**config.mk**
```make
export PLATFORM = sky130hd
export DESIGN_NAME = piso_serializer
export DESIGN_NICKNAME = d
export VERILOG_FILES = /design/src/rtl/piso_serializer.sv
export SDC_FILE = /design/constraint.sdc
export NUM_CORES = 1
export LEC_CHECK = 0
export ABC_CLOCK_PERIOD_IN_PS = 4210
export BUFFER_PORTS_ARGS = -buffer_cell sky130_fd_sc_hd__buf_4
export CORE_UTILIZATION = 60
export CTS_BUF_LIST = sky130_fd_sc_hd__clkbuf_4
export CTS_CLUSTER_SIZE = 12
export DETAILED_ROUTE_END_ITERATION = 10
export GPL_TIMING_DRIVEN = 0
export HOLD_SLACK_MARGIN = 0.06
export PLACE_DENSITY = 0.85
export SLEW_MARGIN = 20
export SYNTH_ARGS = -nofsm -noshare
export SYNTH_HDL_FRONTEND = slang
export SYNTH_SLANG_ARGS = --single-unit
```
**constraint.sdc**
```tcl
create_clock -name clk -period 4.21 [get_ports clk]
set_clock_uncertainty 0.2 [all_clocks]
set_input_delay 1.0525 -clock clk [delete_from_list [all_inputs] [get_ports clk]]
set_output_delay 1.0525 -clock clk [all_outputs]
set_load 0.05 [all_outputs]
```
**src/rtl/piso_serializer.sv**
```systemverilog
// Framed parallel-in/serial-out transmitter: start bit, data MSB first, stop bit.
// Define PISO_PARITY_EN to insert an even-parity bit between the data and the stop bit.
module piso_serializer #(
    parameter int WIDTH = 8
) (
    input  logic             clk,
    input  logic             rst,
    input  logic [WIDTH-1:0] din,
    input  logic             load,
    output logic             ready,
    output logic             so,
    output logic             busy,
    output logic             done
);

    localparam int CW = $clog2(WIDTH) + 1;

    typedef enum logic [2:0] {
        IDLE,
        START,
        DATA,
`ifdef PISO_PARITY_EN
        PARITY,
`endif
        STOP
    } state_t;

    state_t           state_reg, state_next;
    logic [WIDTH-1:0] sreg_reg, sreg_next;
    logic [CW-1:0]    cnt_reg, cnt_next;
    logic             so_reg, so_next;
    logic             done_reg, done_next;
    logic             busy_reg, busy_next;
    logic             accept;

`ifdef PISO_PARITY_EN
    logic par_reg, par_next;
`endif

    assign ready  = (state_reg == IDLE) || (state_reg == STOP);
    assign accept = load && ready;
    assign so     = so_reg;
    assign busy   = busy_reg;
    assign done   = done_reg;

    // so/done are computed for the state being entered, so they appear registered
    // in the same cycle the state does.
    always_comb begin
        state_next = state_reg;
        sreg_next  = sreg_reg;
        cnt_next   = cnt_reg;
        so_next    = 1'b0;
        done_next  = 1'b0;
`ifdef PISO_PARITY_EN
        par_next   = par_reg;
`endif
        case (state_reg)
            IDLE, STOP: begin
                if (accept) begin
                    state_next = START;
                    sreg_next  = din;
                    cnt_next   = '0;
                    so_next    = 1'b1;
`ifdef PISO_PARITY_EN
                    par_next   = ^din;
`endif
                end else begin
                    state_next = IDLE;
                end
            end
            START, DATA: begin
                // Counter holds at WIDTH once the last data bit is out.
                if (state_reg == DATA && cnt_reg == CW'(WIDTH)) begin
`ifdef PISO_PARITY_EN
                    state_next = PARITY;
                    so_next    = par_reg;
`else
                    state_next = STOP;
                    done_next  = 1'b1;
`endif
                end else begin
                    state_next = DATA;
                    so_next    = sreg_reg[WIDTH-1];
                    sreg_next  = {sreg_reg[WIDTH-2:0], 1'b0};
                    cnt_next   = cnt_reg + CW'(1);
                end
            end
`ifdef PISO_PARITY_EN
            PARITY: begin
                state_next = STOP;
                done_next  = 1'b1;
            end
`endif
            default: state_next = IDLE;
        endcase
        busy_next = (state_next != IDLE);
    end

    always_ff @(posedge clk) begin
        if (rst) begin
            state_reg <= IDLE;
            sreg_reg  <= '0;
            cnt_reg   <= '0;
            so_reg    <= 1'b0;
            done_reg  <= 1'b0;
            busy_reg  <= 1'b0;
`ifdef PISO_PARITY_EN
            par_reg   <= 1'b0;
`endif
        end else begin
            state_reg <= state_next;
            sreg_reg  <= sreg_next;
            cnt_reg   <= cnt_next;
            so_reg    <= so_next;
            done_reg  <= done_next;
            busy_reg  <= busy_next;
`ifdef PISO_PARITY_EN
            par_reg   <= par_next;
`endif
        end
    end

endmodule
```
* Word level (Yosys, flattened, before mapping)
Cells that the tools add are included.
** Word-level totals
- Bits in registers :: 18
- Output and inout port bits :: 4
- Logic and storage cells :: 37
- Input port bits :: 11
** Cells by class
- Bitwise logic cells :: 1
- Reduce and logical (&&, ||, !) cells :: 10
- $add $sub $neg :: 1
- Eq/ne operators :: 6
- Multiplexer cells :: 13
** Operators by type and width (number)
- $mux 8 :: 2
- $pmux 8 s2 :: 1
- $mux 4 :: 2
- $pmux 4 s2 :: 1
- $eq 3x2->1 const B :: 2
- $pmux 3 s2 :: 1
- $reduce_or 2->1 :: 3
- $mux 1 :: 5
- $add 4x1->4 const B :: 1
- $eq 4x4->1 const B :: 1
- $ne 2x2->1 const B :: 2
- $eq 3x1->1 const B :: 1
- $logic_not 3->1 :: 1
- $reduce_and 3->1 :: 1
- $reduce_bool 3->1 :: 1
- $logic_and 1x1->1 :: 2
- $pmux 1 s2 :: 1
- $reduce_bool 2->1 :: 1
- $logic_or 1x1->1 :: 1
- $not 1->1 :: 1

* Logic depth before layout (Yosys ltp)
- Depth after elaboration :: 6
- Gate-level depth with buffers :: 7
- Depth with buffers taken out :: 5

* Worst setup path before layout
No wires, ideal clock.
- Path type :: in2reg
- From :: input load
- To :: register cnt_reg[0]
- Setup slack :: 2.065 ns
- Buffers on the path :: 2
- Data required time :: 3.891 ns
- Library setup time :: 0.119 ns
- Cell stages on the path :: 5
- Arrival :: 1.827 ns
- Cells stage by stage :: buf_2 > nor2b_1 > clkbuf_1 > nand2b_1 > o221a_2
** Between the ends
- Word-level cells in the longest chain between the ends :: 3
** Ends and longest elaborated chain
- start, declared :: RTL line 9 : input logic load,
- $logic_and 1x1->1 :: RTL line 41 : assign accept = load && ready;
- $ne 2x2->1 (no line)
- $reduce_and 3->1 (no line)
- end signal, assigned :: RTL line 113 : cnt_reg <= cnt_next;
- end, declared :: RTL line 30 : logic [CW-1:0] cnt_reg, cnt_next;
No other way between the ends.
A chain may end at the register's enable or synchronous reset.

* Worst setup path after layout
- From :: register state_reg[0]
- To :: output ready
** Between the ends
- Word-level cells in the longest chain between the ends :: 2
- Elaborated cells between the ends (all ways) :: 3
- Those cells by class :: 1 x eq/ne; 2 x reduce/logical
** Ends and longest elaborated chain
- start, declared :: RTL line 28 : state_t state_reg, state_next;
- start signal, assigned :: RTL line 111 : state_reg <= state_next;
- $eq 3x2->1 / $logic_not 3->1 (equally long branches) :: RTL line 40 : assign ready = (state_reg == IDLE) || (state_reg == STOP);
- $logic_or 1x1->1 (*) :: RTL line 40
- end, declared :: RTL line 10 : output logic ready,
Mark *: on every way between the ends. The rest lies on a longest branch, timed or not.

==> flow_summary.ini <==
[clock_tree]
cts_buffers = 3
cts_hold_buf = 0
cts_max_level = 1
cts_sinks = 17
clock_path_buffers = 2
tritoncts = built
post_cts_buffers = 0
clk_latency_ps = 290
clkTransAtPathRegs_ps = 100
cts-resized-gates = 0
cts-root-buf = clkbuf_4

[synthesis]
syn_area_um2 = 855.8
synthesis.nets = 113
yosysSeqAreaShare_pct = 39.77
synth_cells = 99
avgSynthCellArea_um2 = 8.645
synth.area.top_cells = dfxtp_1 (40%), mux2i_1 (9.4%), o311a_1 (7.0%)
yosys_warnings = 0
synth_top_area_cell = dfxtp_1
synth_cell_types = 26
synth_top_area_share_pct = 39.77
synth-seq-cells = 17

[timing]
holdWs_ps = 313.0
max-slew-margin-rel_pct = 69.71
timing.final.crit_share_pct = 56.67
slew_violations = 0
setup_violations = 0
clock.fmax_ghz = 0.4192
min_period_ps = 2386
hold_violations = 0
rsz0062_at_grt = no
finalWorstSetupSlack_ps = 1824
setup_tns_ps = 0
worstMarginPinSlew_ps = 454.4

[worst_setup_path]
critPathMaxStageDelay_ps = 320
reg2reg_from = state_reg[0]
ff2ff_setup_slack_ps = 2360
crit_buf_inv = 2
crit_chain = inv_1 > ha_1 > buf_4
cp_max_fo = 2
rr_worst_depth = 7
critical_path.top_delay_family = flip-flops
crit_arrival_ps = 1130
worst_setup_path_start_kind = register
crit_slowest_cell = dfxtp_1
endpoint_kind = primary output
path_class = reg -> out
crit_required_ps = 2960
reg2reg_to = cnt_reg[0]

[detailed_routing]
drc_errors = 0
ant_nets = 0
wl_met2_um = 820
drt-pass1-iter-count = 4
vias_per_cell = 5.969
vias = 776
wl_met3_um = 132
wl_met1_um = 756
drt-total-wl_um = 1726
drt_iter0_markers = 34
highest_layer = met4
wire_per_inst_um = 13.28

[placement]
preCtsSetupSlack_ps = 1940
numPortBuffers = 12
hpwlAfterDp_um = 1223
place_congestion = 0.7368
placed_area_um2 = 964.7

[cells_and_area]
drive_above_1_share_pct = 20.00
fin_nets = 130
largest_reg_flops = 8
fillers = 107
antenna_cells = 0
layout_common_cells = dfxtp_1 (17), buf_4 (13), nor2_1 (13)
layout_commonest_cell = dfxtp_1
area_growth_pct = 15.94
final_area_um2 = 992.2

[min_path]
min_path_type = reg -> reg
hold_end = sreg_reg[0]
hold_path_startpoint = sreg_reg[0]
holdPathStages = 2

[power_and_ir_drop]
power.density_mw_per_mm2 = 785.3
cellLeakagePower_nw = 0.4444
ir_worst_vdd_mv = 0.5677
finalPower_mw = 0.7792

[global_routing]
overflow = 0
grt_first_pass_wirelength_um = 2684
antenna_found_initial = 0
grt_start_max_net_pins = 11
grt_pass1_vias = 625
track_usage_pct = 25.27

[run]
drv_cap = 0

[die]
core_area_mm2 = 0.001318
io_pins = 15
chipWidth_um = 39.77
dieArea_mm2 = 0.001581
die_h_um = 39.77
initial_utilization_pct = 64.96
rows = 13

[status]
outcome = completed
## area by class of cell
type,instances,area [µm²],area share [%]
plain buffers,10,52.55,5.296
clock buffers,3,22.52,2.270
clock inverters,1,5.005,0.5044
inverters,4,15.01,1.513
multi-input cells,68,447.9,45.15
flip-flops and latches,17,340.3,34.30
well taps,15,18.77,1.892
repair buffers,12,90.09,9.079
## synthesized netlist by cell type, drive strengths merged
cell type  number
inv             4
nand2b          1
a21oi           9
o311a           6
mux2i           8
nor3            3
o221a           1
clkbuf          6
nand3           2
nand2           9
ha              3
a31oi           3
nor2           13
and3            1
or3             1
nand4           1
buf             4
o21ai           2
nand3b          1
or3b            1
nand4b          1
nor2b           2
dfxtp          17
## worst register-to-register path: cells and delay by family, from the launching register on
kind,cells,cell delay (ps)
AO/OA/AOI/OAI,1,220
AND/OR/NAND/NOR,2,330
buffers and inverters,3,390
adder cells (fa/ha/maj),1,290
flip-flops,1,320
## logic make-up after synthesis
family	after synthesis	synth area share, %
AO/OA/AOI/OAI	21	16.96
adder cells (fa/ha/maj)	3	4.386
buffers and inverters	14	7.894
flip-flops	17	39.77
multiplexers	8	9.357
AND/OR/NAND/NOR	36	21.64
## report_power, final
group,switching (mW),internal [mW]
clock network,0.0533,0.0353
logic,0.263,0.161
registers,0.0430,0.223
## metal layers
| metal | GRT usage (%) | vias to the layer above |
|---|---|---|
| met5 | 0 | - |
| met3 | 3.409 | 2 |
| met4 | 7.759 | 0 |
| met2 | 41.39 | 32 |
| met1 | 33.68 | 362 |
| li1 | - | 380 |
## worst max path at each step
stage          slack [ps]  depth (start not counted)          to          from
5_1_grt              1750                          3       ready  state_reg[0]
4_1_cts              1810                          3       ready  state_reg[0]
3_3_place_gp         1950                          5  cnt_reg[0]          load
2_1_floorplan        2060                          5  cnt_reg[0]          load
3_5_place_dp         1940                          5  cnt_reg[0]          load
6_report             1820                          3       ready  state_reg[0]
## stage by stage
stage	util [%]	std cells
floorplan	-	99
global placement	73.22	126
detailed placement	73.22	126
CTS	75.31	130
global route	75.31	130
finish	75.31	130
No activity file was read; power rests on OpenSTA's default activity.
